==> config.mk <==
export PLATFORM = sky130hd
export DESIGN_NAME = sram_ctrl_flat
export DESIGN_NICKNAME = d
export VERILOG_FILES = /design/src/rtl/sram_ctrl_pkg.sv /design/src/rtl/sram_ctrl_if.sv /design/src/rtl/sram_ctrl.sv /design/src/flat_wrapper.sv
export SDC_FILE = /design/constraint.sdc
export NUM_CORES = 1
export LEC_CHECK = 0
export BUFFER_PORTS_ARGS = -buffer_cell sky130_fd_sc_hd__buf_2
export CAP_MARGIN = 20
export CORE_ASPECT_RATIO = 0.9
export CORE_UTILIZATION = 52
export DETAILED_ROUTE_END_ITERATION = 12
export HOLD_SLACK_MARGIN = 0.05
export MAX_ROUTING_LAYER = met4
export PLACE_DENSITY = 0.85
export SLEW_MARGIN = 10
export SYNTH_ARGS = -nofsm -noshare
export SYNTH_HDL_FRONTEND = slang
export SYNTH_SLANG_ARGS = --single-unit
==> constraint.sdc <==
create_clock -name clk -period 3.75 [get_ports clk]
set_clock_uncertainty 0.15 [all_clocks]
set_input_delay 0.1875 -clock clk [delete_from_list [all_inputs] [get_ports clk]]
set_output_delay 0.1875 -clock clk [all_outputs]
set_load 0.1 [all_outputs]
==> src/rtl/sram_ctrl_pkg.sv <==
// Shared types and constants for the async SRAM controller (512K x 8, 25 ns part).
package sram_ctrl_pkg;

    localparam int unsigned ADDR_W = 19;
    localparam int unsigned DATA_W = 8;

    // SRAM datasheet timing, in ns: address access, write pulse width, output-disable.
    localparam int unsigned T_AA_NS  = 25;
    localparam int unsigned T_PWE_NS = 15;
    localparam int unsigned T_HZ_NS  = 8;

    typedef enum logic [2:0] {
        IDLE     = 3'd0,
        TURN     = 3'd1,
        RD       = 3'd2,
        WR_SETUP = 3'd3,
        WR_PULSE = 3'd4,
        WR_HOLD  = 3'd5
    } state_t;

    // Width of the shared RD / WR_PULSE down-counter.
    function automatic int unsigned cnt_width(input int unsigned rd, input int unsigned wr);
        return $clog2(((rd > wr) ? rd : wr) + 1);
    endfunction

endpackage

==> src/rtl/sram_ctrl_if.sv <==
// Requester-side req/ack bus of the SRAM controller.
interface sram_ctrl_if;
    import sram_ctrl_pkg::*;

    logic              bus_req;
    logic              bus_wr;
    logic [ADDR_W-1:0] bus_addr;
    logic [DATA_W-1:0] bus_wrdata;
    logic [DATA_W-1:0] bus_rddata;
    logic              bus_ack;

    modport master (
        output bus_req, bus_wr, bus_addr, bus_wrdata,
        input  bus_rddata, bus_ack
    );

    modport slave (
        input  bus_req, bus_wr, bus_addr, bus_wrdata,
        output bus_rddata, bus_ack
    );

endinterface

==> src/rtl/sram_ctrl.sv <==
// Bus-to-async-SRAM controller: one byte read or write per req/ack transaction,
// with cycle-counted setup/pulse/hold on CE_n/OE_n/WE_n. All outputs registered.
module sram_ctrl
    import sram_ctrl_pkg::*;
#(
    parameter int unsigned RD_CYCLES = 2,
    parameter int unsigned WR_CYCLES = 1
) (
    input  logic              clk,
    input  logic              reset,
    sram_ctrl_if.slave        bus,
    output logic [ADDR_W-1:0] sram_a,
    output logic [DATA_W-1:0] sram_dq_out,
    output logic              sram_dq_oe,
    input  logic [DATA_W-1:0] sram_dq_in,
    output logic              sram_ce_n,
    output logic              sram_oe_n,
    output logic              sram_we_n
);

    localparam int unsigned CNT_W = cnt_width(RD_CYCLES, WR_CYCLES);
    localparam logic [CNT_W-1:0] RD_INIT = CNT_W'(RD_CYCLES - 1);
    localparam logic [CNT_W-1:0] WR_INIT = CNT_W'(WR_CYCLES - 1);

    state_t            state;
    logic [CNT_W-1:0]  cnt;
    logic              last_was_read;
    logic              ack_q;
    logic [DATA_W-1:0] rddata_q;

    assign bus.bus_ack    = ack_q;
    assign bus.bus_rddata = rddata_q;

    // Control FSM; every SRAM pin and bus output is a register set here.
    always_ff @(posedge clk or posedge reset) begin
        if (reset) begin
            state         <= IDLE;
            cnt           <= '0;
            last_was_read <= 1'b0;
            ack_q         <= 1'b0;
            rddata_q      <= '0;
            sram_a        <= '0;
            sram_dq_out   <= '0;
            sram_dq_oe    <= 1'b0;
            sram_ce_n     <= 1'b1;
            sram_oe_n     <= 1'b1;
            sram_we_n     <= 1'b1;
        end else begin
            ack_q <= 1'b0;
            case (state)
                IDLE: begin
                    // The ack cycle never re-accepts, even with bus_req still high.
                    if (bus.bus_req && !ack_q) begin
                        sram_a      <= bus.bus_addr;
                        sram_dq_out <= bus.bus_wrdata;
                        if (!bus.bus_wr) begin
                            state     <= RD;
                            cnt       <= RD_INIT;
                            sram_ce_n <= 1'b0;
                            sram_oe_n <= 1'b0;
                        end else if (last_was_read) begin
                            state <= TURN;
                        end else begin
                            state      <= WR_SETUP;
                            sram_ce_n  <= 1'b0;
                            sram_dq_oe <= 1'b1;
                        end
                    end
                end
                TURN: begin
                    // Extra dead cycle lets the SRAM release the IO after a read.
                    state      <= WR_SETUP;
                    sram_ce_n  <= 1'b0;
                    sram_dq_oe <= 1'b1;
                end
                RD: begin
                    if (cnt == '0) begin
                        state         <= IDLE;
                        rddata_q      <= sram_dq_in;
                        ack_q         <= 1'b1;
                        last_was_read <= 1'b1;
                        sram_ce_n     <= 1'b1;
                        sram_oe_n     <= 1'b1;
                    end else begin
                        cnt <= cnt - 1'b1;
                    end
                end
                WR_SETUP: begin
                    state     <= WR_PULSE;
                    cnt       <= WR_INIT;
                    sram_we_n <= 1'b0;
                end
                WR_PULSE: begin
                    if (cnt == '0) begin
                        state     <= WR_HOLD;
                        sram_we_n <= 1'b1;
                    end else begin
                        cnt <= cnt - 1'b1;
                    end
                end
                WR_HOLD: begin
                    state         <= IDLE;
                    ack_q         <= 1'b1;
                    last_was_read <= 1'b0;
                    sram_ce_n     <= 1'b1;
                    sram_dq_oe    <= 1'b0;
                end
                default: begin
                    state      <= IDLE;
                    sram_ce_n  <= 1'b1;
                    sram_oe_n  <= 1'b1;
                    sram_we_n  <= 1'b1;
                    sram_dq_oe <= 1'b0;
                end
            endcase
        end
    end

endmodule

==> src/flat_wrapper.sv <==
// flat-port wrapper written by rule: the top's interface ports become plain ports
module sram_ctrl_flat import sram_ctrl_pkg::*;
#(
    parameter int unsigned RD_CYCLES = 2,
    parameter int unsigned WR_CYCLES = 1
)
  (clk, reset, sram_a, sram_dq_out, sram_dq_oe, sram_dq_in, sram_ce_n, sram_oe_n, sram_we_n, bus_bus_req, bus_bus_wr, bus_bus_addr, bus_bus_wrdata, bus_bus_rddata, bus_bus_ack);
  sram_ctrl_if bus_i ();
  input  logic clk;
  input  logic reset;
  output logic [ADDR_W-1:0] sram_a;
  output logic [DATA_W-1:0] sram_dq_out;
  output logic sram_dq_oe;
  input  logic [DATA_W-1:0] sram_dq_in;
  output logic sram_ce_n;
  output logic sram_oe_n;
  output logic sram_we_n;
  input wire logic [$bits(bus_i.bus_req)-1:0] bus_bus_req;
  input wire logic [$bits(bus_i.bus_wr)-1:0] bus_bus_wr;
  input wire logic [$bits(bus_i.bus_addr)-1:0] bus_bus_addr;
  input wire logic [$bits(bus_i.bus_wrdata)-1:0] bus_bus_wrdata;
  output wire logic [$bits(bus_i.bus_rddata)-1:0] bus_bus_rddata;
  output wire logic [$bits(bus_i.bus_ack)-1:0] bus_bus_ack;
  assign bus_i.bus_req = bus_bus_req;
  assign bus_i.bus_wr = bus_bus_wr;
  assign bus_i.bus_addr = bus_bus_addr;
  assign bus_i.bus_wrdata = bus_bus_wrdata;
  assign bus_bus_rddata = bus_i.bus_rddata;
  assign bus_bus_ack = bus_i.bus_ack;
  sram_ctrl #(.RD_CYCLES(RD_CYCLES), .WR_CYCLES(WR_CYCLES)) u_core (.clk(clk), .reset(reset), .bus(bus_i), .sram_a(sram_a), .sram_dq_out(sram_dq_out), .sram_dq_oe(sram_dq_oe), .sram_dq_in(sram_dq_in), .sram_ce_n(sram_ce_n), .sram_oe_n(sram_oe_n), .sram_we_n(sram_we_n));
endmodule
==> results of run 1 <==
cells by family after synthesis:
kind of cell,after synthesis
and+or+nand+nor,25
muxes,35
xor gates and xnor gates,1
AOI/OAI and AO/OA,23
buffers and inverters,12
adders and majority gates,1
DFF,46
repair_timing:
item,in CTS,in global routing
resized for setup,0,0
hold buffers,36,0
endpoints found under the hold margin,78,0
setup endpoints to repair,0,0
final timing paths:
check | from | endpoint | slack (ns) | cells past startpoint
hold / removal | bus_bus_wr | u_core.sram_ce_n | 0.07 | 4
min in group asynchronous | reset | u_core.sram_a[16] | 0.39 | 4
setup reg to reg | u_core.cnt[0] | u_core.bus.bus_rddata[1] | 1.92 | 5
hold reg to reg | u_core.sram_ce_n | u_core.sram_ce_n | 0.32 | 2
setup / recovery | u_core.cnt[0] | u_core.bus.bus_rddata[1] | 1.92 | 5
max in group asynchronous | reset | u_core.sram_oe_n | 2.65 | 4
cell usage in the layout (no fill, tap or decap), drive strengths merged, types with 3 or more instances in the layout:
cell	count
clkbuf	6
inv	6
nor2	8
o21ai	8
a21oi	4
dlygate4sd3	36
buf	79
dfrtp	43
mux2	35
dfstp	3
nand2	11
critical path, delay by kind of cell, from the launching register on:
kind	cells	cell delay [ns]
mux	1	0.37
fa+ha+maj	1	0.29
flops	1	0.39
buf+inv	1	0.08
simple gates	2	0.44
routing by layer:
metal	global-route usage [%]	wire, µm	up-vias
met4	12.5	93	0
li1	-	-	735
met3	6.48	302	11
met5	-	0	-
met2	44.3	2600	70
met1	31.8	2070	776
flip-flops by register name, summed over array words and instances (netlist names):
| register | cells |
|---|---|
| u_core.sram_a | 19 |
| u_core.bus.bus_rddata | 8 |
| u_core.sram_dq_out | 8 |
| u_core.state | 3 |
| u_core.cnt | 2 |
| u_core.bus.bus_ack | 1 |
| u_core.last_was_read | 1 |
| u_core.sram_ce_n | 1 |
| u_core.sram_dq_oe | 1 |
| u_core.sram_oe_n | 1 |
| u_core.sram_we_n | 1 |
cell type report:
type                    count  share of cell area [%]
clock buffers               6                    2.54
clock inverters             1                   0.263
inverters                   7                   0.919
multi-input cells          85                    27.3
flip-flops and latches     46                    40.4
well taps                  46                    2.01
repair buffers            115                    26.5
per-stage QoR:
step	utilization (%)	hold slack [ns]	cells
final	76.6	0.0677	306
after global routing	76.6	0.0879	306
after CTS	76.6	0.0710	306
after detailed placement	64.8	0.206	263
after global placement	64.8	0.204	263
after floorplan	-	0.186	143
==> reports/metrics.yaml, run 1 <==
worst_setup_path:
  max_stage_delay_ns: 0.39
  cp_slowest_cell: "dfrtp_1"
  crit_arrival_ns: 1.88
  start_kind: "flop"
  crit_path_end_kind: "flop"
  crit_type: "flop to flop"
  path_cells: "inv_1 > ha_1 > nand2_1 > nor2_4 > mux2_2"
  critPathMaxFanout: 8
  worstPathRequired_ns: 3.79
route:
  drc: 0
  num_vias: 1592
  viasPerCell: 5.20
  final_antenna_net_count: 0
  drt_iter0_drc: 124
  finalWirelength_um: 5060
  wl_per_cell_um: 16.5
  firstDrtPassIters: 7
cells_and_area:
  final_area_um2: 2860
  multi_input_area_um2: 781
  fin_nets: 300
  nFillCells: 236
  drive_above_1_share_pct: 49.6
  num_antenna_cells: 0
  regArea_um2: 1150
  area_growth_pct: 41.4
synth:
  seq_area_frac_synth_pct: 57.2
  synth-compound-area-share_pct: 7.31
  synthTopCellsByArea: "dfrtp_1 53%, mux2_4 15%, mux2_2 8.4%"
  synth-simple-area-share_pct: 7.06
  synth.cell_area_um2: 2020
  syn_inst: 143
  synth_top_family_by_area: "multiplexers"
  syn_area_per_cell_um2: 14.1
  synthDistinctLibCells: 32
  syn-num-nets: 183
  synthArstFlopShare_pct: 100
  synth_edf_count: 0
  yosysMostFrequentCell: "dfrtp_1"
  synth_top_area_cell: "dfrtp_1"
  synth_top_area_share_pct: 53.3
  ys_seq_elements: 46
  synthAdderAreaFrac_pct: 0.619
  ys_warn_count: 0
  synthMuxAreaShare_pct: 23.2
  synth_xor_area_share_pct: 0.433
  synthFlopType: "dfrtp_1"
  yosys-top-cells-count: "43 x dfrtp_1, 20 x mux2_4, 15 x mux2_2, 10 x nand2_1"
floorplan:
  ios: 79
  dieWidth_um: 67.7
  rows: 21
  dieHeight_um: 61.1
  start_util_pct: 54.2
  core_um2: 3730
  die_area_um2: 4140
clocking:
  clk_latency_ns: 0.31
  numClockSinks: 46
  clk_pin_slew_ns: 0.09
  root_buffer: "clkbuf_8"
  cts_buffers: 5
  postCtsSetupRepairBufs: 0
  clk_path_buf_depth: 2
  cts_max_level: 2
  cts_tree: "done"
global_route:
  grt_pass1_vias: 1552
  grt_max_degree: 47
  antenna_found_initial: 0
  grt_pass1_wl_um: 7540
  grt_overflow: 0
  grt_util_all_layers_pct: 27.1
sta:
  post-route-period-util_pct: 48.9
  slew_headroom_pct: 62.1
  rsz0062_at_grt: "false"
  tightest_slew_ns: 0.568
  setup_slack_ns: 1.92
  finalHoldViolations: 0
  period_needed_ns: 1.83
  fmaxAchievable_mhz: 545
  finalMaxSlewViolations: 0
  finalSetupViolCount: 0
  fin_tns_setup_ns: 0
place:
  place_area_um2: 2420
  dpl.hpwl_um: 2860
  gp_congestion: 0.801
  dp_slack_ns: 1.94
  port-buffer-count: 78
min_path:
  min_path_type: "input port to flop"
status:
  outcome: "completed"
run:
  maxCapViolations: 0
Power of run 1 is not shown: default switching activity piles up to over one toggle a cycle in this logic, so the estimate is an artifact.
==> inputs of run 2 (changes only) <==
--- a/config.mk
+++ b/config.mk
@@ -5,14 +5,15 @@
 export SDC_FILE = /design/constraint.sdc
 export NUM_CORES = 1
 export LEC_CHECK = 0
+export ABC_AREA = 1
 export BUFFER_PORTS_ARGS = -buffer_cell sky130_fd_sc_hd__buf_2
 export CAP_MARGIN = 20
 export CORE_ASPECT_RATIO = 0.9
-export CORE_UTILIZATION = 52
+export CORE_UTILIZATION = 44
 export DETAILED_ROUTE_END_ITERATION = 12
 export HOLD_SLACK_MARGIN = 0.05
 export MAX_ROUTING_LAYER = met4
-export PLACE_DENSITY = 0.85
+export PLACE_DENSITY = 0.75
 export SLEW_MARGIN = 10
 export SYNTH_ARGS = -nofsm -noshare
 export SYNTH_HDL_FRONTEND = slang
==> constraint.sdc (replaced) <==
create_clock -name clk -period 1.5 [get_ports clk]
set_clock_uncertainty 0.15 [all_clocks]
set_input_delay 0.075 -clock clk [delete_from_list [all_inputs] [get_ports clk]]
set_output_delay 0.075 -clock clk [all_outputs]
set_load 0.1 [all_outputs]
==> reports/metrics.yaml, run 2 <==
status:
  outcome: "completed"
cells_and_area:
  mostFrequentLayoutCells: "76 x buf_2, 66 x nand2_1, 41 x dfrtp_1"
  drive_above_1_share_pct: 40.2  # -9.4 points
  nFillCells: 352  # +49%
  largest_reg_flops: 19  # unchanged
  area_growth_pct: 49.2
  num_antenna_cells: 0  # unchanged
  mostFrequentLayoutCell: "buf_2"
  fin_nets: 402  # +34%
  final_area_um2: 3220  # +13%
  largest-register: "u_core.sram_a"
place:
  dpl.hpwl_um: 3250  # +14%
  place_area_um2: 2650  # +9.7%
  gp_congestion: 0.939  # +17%
  port-buffer-count: 78  # unchanged
clocking:
  numClockSinks: 46  # unchanged
  cts_buffers: 5  # unchanged
  cts_max_level: 2  # unchanged
  cts_tree: "done"
  root_buffer: "clkbuf_8"
  clk_path_buf_depth: 2  # unchanged
  clk_pin_slew_ns: 0.08  # about the same
  clk_latency_ns: 0.29  # -0.02 ns
synth:
  synthArstFlopShare_pct: 100  # unchanged
  syn_area_per_cell_um2: 9.16  # -35%
  syn_inst: 236  # +65%
  ys_seq_elements: 46  # unchanged
  yosysMostFrequentCell: "nand2_1"
  synth_top_area_cell: "dfrtp_1"
  synth_top_area_share_pct: 49.8  # -3.5 points
  ys_warn_count: 0  # unchanged
  syn-num-nets: 276  # +51%
  synth_edf_count: 0  # unchanged
  synth.cell_area_um2: 2160  # +6.9%
  yosys-top-cells-count: "68 x nand2_1, 43 x dfrtp_1, 38 x inv_1, 28 x o21ai_2, 19 x nand3_1"
  synthFlopType: "dfrtp_1"
  synthTopCellsByArea: "dfrtp_1 50%, nand2_1 12%, o21ai_2 11%"
  seq_area_frac_synth_pct: 53.4  # -3.7 points
  synthDistinctLibCells: 22  # -31%
floorplan:
  die_area_um2: 5200  # +26%
  core_um2: 4580  # +23%
  dieHeight_um: 68.5  # +12%
  ios: 79  # unchanged
  dieWidth_um: 75.9  # +12%
  start_util_pct: 47.2  # -6.9 points
  rows: 23  # +9.5%
route:
  finalWirelength_um: 5330  # +5.2%
  num_vias: 1944  # +22%
  met2_length_um: 2730  # +4.9%
  drc: 0  # unchanged
  viasPerCell: 4.57  # -12%
  firstDrtPassIters: 6  # -1
  final_antenna_net_count: 0  # unchanged
  drt_iter0_drc: 99  # -20%
  wl_per_cell_um: 12.5  # -24%
  wl_met3_um: 214  # -29%
  routed.top_layer: "met4"
  met1_length_um: 2280  # +10%
global_route:
  grt_max_degree: 55  # +17%
  grt_util_all_layers_pct: 20.7  # -6.5 points
  grt_overflow: 0  # unchanged
  grt_pass1_vias: 1720  # +11%
  antenna_found_initial: 0  # unchanged
  grt_pass1_wl_um: 7590  # +0.65%
worst_setup_path:
  crit_type: "flop to flop"
  crit_arrival_ns: 1.53  # -0.35 ns
  crit_path_end_kind: "flop"
  critPathMaxFanout: 13  # +5
  worstPathRequired_ns: 1.53  # -2.26 ns
  start_kind: "flop"
run:
  maxCapViolations: 0  # unchanged
sta:
  post-route-period-util_pct: 99.5  # +51 points
  slew_headroom_pct: 66.5  # +4.4 points
  period_needed_ns: 1.49  # -0.341 ns
  finalHoldViolations: 0  # unchanged
  fmaxAchievable_mhz: 670  # +23%
  rsz0062_at_grt: "true"
  finalSetupViolCount: 0  # unchanged
  finalMaxSlewViolations: 0  # unchanged
  tightest_slew_ns: 0.506  # -0.0623 ns
min_path:
  min_path_type: "input port to flop"
==> run 2: per-stage QoR <==
| stage | hold slack [ns] | util (%) | std cells | setup TNS, ns | setup slack, ns |
|---|---|---|---|---|---|
| floorplan | 0.0668 | - | 236 | 0 | 0.0200 |
| global placement | -0.0129 | 58.0 | 377 | -0.00675 | -0.00675 |
| finish | 0.0852 | 70.4 | 425 | 0 | 0.00677 |
| CTS | 0.0745 | 68.3 | 421 | 0 | 0.0199 |
| detailed placement | -0.00335 | 58.0 | 377 | 0 | 0.00189 |
| global route | 0.130 | 70.4 | 425 | -1.27 | -0.0563 |
==> run 2: cell families (layout without fill, tap and decap cells) <==
kind of cell | count (synthesis) | in the layout | share of synthesized area, %
and+or+nand+nor | 104 | 104 | 22.0
buffers and inverters | 47 | 174 | 10.0
DFF | 46 | 46 | 53.4
AOI/OAI and AO/OA | 38 | 38 | 14.0
adders and majority gates | 1 | 1 | 0.579
==> run 2: timing repair <==
action / in CTS / in global routing
setup buffers: 0 / 1
setup endpoints to repair: 1 / 43
gates cloned: 0 / 3
resized for setup: 1 / 10
endpoints found under the hold margin: 81 / 0
hold buffers: 36 / 0
pin swaps: 0 / 2
==> run 2: final timing paths <==
| check | cells after the start | endpoint | slack (ns) | from |
|---|---|---|---|---|
| setup reg to reg | 7 | u_core.sram_a[13] | 0.007 | u_core.state[2] |
| setup / recovery | 7 | u_core.sram_a[13] | 0.007 | u_core.state[2] |
| min in group asynchronous | 4 | u_core.sram_a[2] | 0.22 | reset |
| max in group asynchronous | 4 | u_core.sram_we_n | 0.70 | reset |
| hold / removal | 5 | u_core.state[0] | 0.09 | bus_bus_wr |
| hold reg to reg | 2 | u_core.bus.bus_rddata[5] | 0.32 | u_core.bus.bus_rddata[5] |
==> run 2: cell type report <==
| class | instances | area (µm²) | area share, % |
|---|---|---|---|
| inverter | 41 | 159 | 4.93 |
| sequential | 46 | 1160 | 36.0 |
| multi-input combinational | 143 | 807 | 25.0 |
| tap | 62 | 77.6 | 2.41 |
| clock inverter | 1 | 30.0 | 0.932 |
| clock buffer | 7 | 76.3 | 2.37 |
| timing repair buffer | 125 | 913 | 28.3 |
==> run 2: routing by layer <==
layer	global-route usage [%]	up-vias
li1	-	978
met1	24.7	887
met2	34.6	66
met3	4.12	13
met4	7.64	0
met5	-	-
==> run 2: worst max-delay path: stages (launching register included) <==
cell and delay, ns:
dfrtp_1 0.41, inv_4 0.11, nand2_4 0.07, nor2_4 0.14
nand3_4 0.16, clkbuf_16 0.21, nand2_1 0.07, o21ai_2 0.06
Power of run 2 is left out for the same reason.
==> inputs of run 3 (changes only) <==
--- a/config.mk
+++ b/config.mk
@@ -5,15 +5,15 @@
 export SDC_FILE = /design/constraint.sdc
 export NUM_CORES = 1
 export LEC_CHECK = 0
-export ABC_AREA = 1
 export BUFFER_PORTS_ARGS = -buffer_cell sky130_fd_sc_hd__buf_2
 export CAP_MARGIN = 20
 export CORE_ASPECT_RATIO = 0.9
-export CORE_UTILIZATION = 44
+export CORE_UTILIZATION = 43
 export DETAILED_ROUTE_END_ITERATION = 12
 export HOLD_SLACK_MARGIN = 0.05
 export MAX_ROUTING_LAYER = met4
 export PLACE_DENSITY = 0.75
+export REMOVE_ABC_BUFFERS = 1
 export SLEW_MARGIN = 10
 export SYNTH_ARGS = -nofsm -noshare
 export SYNTH_HDL_FRONTEND = slang
==> reports/metrics.yaml, run 3 (synthesis results as in run 1) <==
worst_setup_path:
  worstPathRequired_ns: 1.53  # about the same
  regToRegStartpoint: "u_core.bus.bus_ack"
  crit_path_end_kind: "flop"
  crit_type: "flop to flop"
  critPathMaxFanout: 14  # +1
  worstSetupStartpoint: "u_core.bus.bus_ack"
  crit_arrival_ns: 1.62  # +0.09 ns
  start_kind: "flop"
sta:
  setup_slack_ns: -0.0993  # -0.106 ns
  tightest_slew_ns: 0.501  # -0.00496 ns
  finalSetupViolCount: 37  # +37
  rsz0062_at_grt: "true"
  period_needed_ns: 1.60  # +0.106 ns
  finalMaxSlewViolations: 0  # unchanged
  slew_headroom_pct: 66.8  # +0.33 points
  finalHoldViolations: 0  # unchanged
  fmaxAchievable_mhz: 625  # -6.6%
  post-route-period-util_pct: 107  # +7.1 points
route:
  finalWirelength_um: 5240  # -1.7%
  wl_per_cell_um: 15.0  # +20%
  drc: 0  # unchanged
  wl_met3_um: 299  # +40%
  routed.top_layer: "met4"
  num_vias: 1652  # -15%
  met2_length_um: 2700  # -1.1%
  final_antenna_net_count: 0  # unchanged
  firstDrtPassIters: 4  # -2
  met1_length_um: 2180  # -4.4%
  drt_iter0_drc: 79  # -20%
  viasPerCell: 4.75  # +3.8%
run:
  maxCapViolations: 0  # unchanged
floorplan:
  rows: 23  # unchanged
  start_util_pct: 45.0  # -2.2 points
  die_area_um2: 4980  # -4.2%
  dieHeight_um: 67.0  # -2.1%
  core_um2: 4490  # -1.9%
  ios: 79  # unchanged
  dieWidth_um: 74.3  # -2.1%
cells_and_area:
  num_antenna_cells: 0  # unchanged
  largest_reg_flops: 19  # unchanged
  drive_above_1_share_pct: 57.0  # +17 points
  fin_nets: 325  # -19%
  mostFrequentLayoutCells: "74 x buf_2, 42 x dfrtp_1, 38 x dlygate4sd3_1"
  mostFrequentLayoutCell: "buf_2"
  area_growth_pct: 61.1
  largest-register: "u_core.sram_a"
  final_area_um2: 3250  # +0.97%
status:
  violations: "setup timing"
  outcome: "complete, but fails checks"
global_route:
  antenna_found_initial: 0  # unchanged
  grt_pass1_vias: 1742  # +1.3%
  grt_max_degree: 31  # -44%
  grt_util_all_layers_pct: 23.0  # +2.3 points
  grt_overflow: 0  # unchanged
  grt_pass1_wl_um: 8190  # +7.9%
clocking:
  cts_max_level: 2  # unchanged
  cts_tree: "done"
  numClockSinks: 46  # unchanged
  clk_path_buf_depth: 2  # unchanged
  cts_buffers: 5  # unchanged
  root_buffer: "clkbuf_8"
  clk_latency_ns: 0.28  # about the same
  clk_pin_slew_ns: 0.08  # about the same
min_path:
  min_path_type: "input port to asynchronous set/reset pin"
place:
  dp_slack_ns: -0.152  # -0.154 ns
  gp_congestion: 0.787  # -16%
  port-buffer-count: 78  # unchanged
  place_area_um2: 2660  # +0.38%
  dpl.hpwl_um: 3240  # -0.40%
run 3: changes by cell type in the layout (fill, tap and decap cells not counted), sizes merged, moves of 3 or more:
cell,change
buf,+15
o21ai,-27
inv,-34
nand2,-63
clkbuf,-3
mux2,+35
nand3,-20
run 3: worst paths after layout:
kind,end,slack (ns),cells past startpoint
min reg2reg,u_core.sram_ce_n,0.34,2
min,u_core.sram_dq_out[7],0.17,3
max in group asynchronous,u_core.sram_ce_n,0.47,4
min in group clk,u_core.state[1],0.19,4
max,u_core.sram_a[13],-0.1,5
max reg2reg,u_core.sram_a[13],-0.1,5
run 3: what timing repair did:
item,4_1_cts,5_1_grt
resized for setup,17,6
pin swaps,4,7
setup endpoints to repair,37,40
endpoints found under the hold margin,82,0
hold buffers,38,0
setup buffers,2,2
run 3: final cells by class:
type	instances	area (µm²)
Sequential cell	46	1160
Timing Repair Buffer	140	1060
Clock inverter	2	13.8
Tap cell	62	77.6
Clock buffer	6	72.6
Fill cell	296	1230
Inverter	7	26.3
Multi-Input combinational cell	85	852
run 3: worst max-delay path, stage by stage, from the launching register on:
cell and delay, ns:
dfrtp_1 0.39, buf_6 0.12, nor3b_4 0.23, nand2_4 0.11
buf_12 0.18, mux2_4 0.30
run 3: metal layers:
metal / up-vias / GRT usage, %
met5: - / -
met1: 786 / 27.2
li1: 787 / -
met2: 71 / 38.0
met4: 0 / 7.78
met3: 8 / 6.35
run 3: metrics by stage:
stage	setup TNS, ns	std cells	hold WS (ns)	util (%)
2_1_floorplan	-16.96	138	0.0735	-
3_3_place_gp	-1.10	298	-0.0741	59.3
3_5_place_dp	-2.39	298	-0.0706	59.3
4_1_cts	-1.16	346	0.154	71.7
5_1_grt	-4.29	348	0.173	72.5
6_report	-2.24	348	0.174	72.5
Power of run 3 is left out for the same reason.
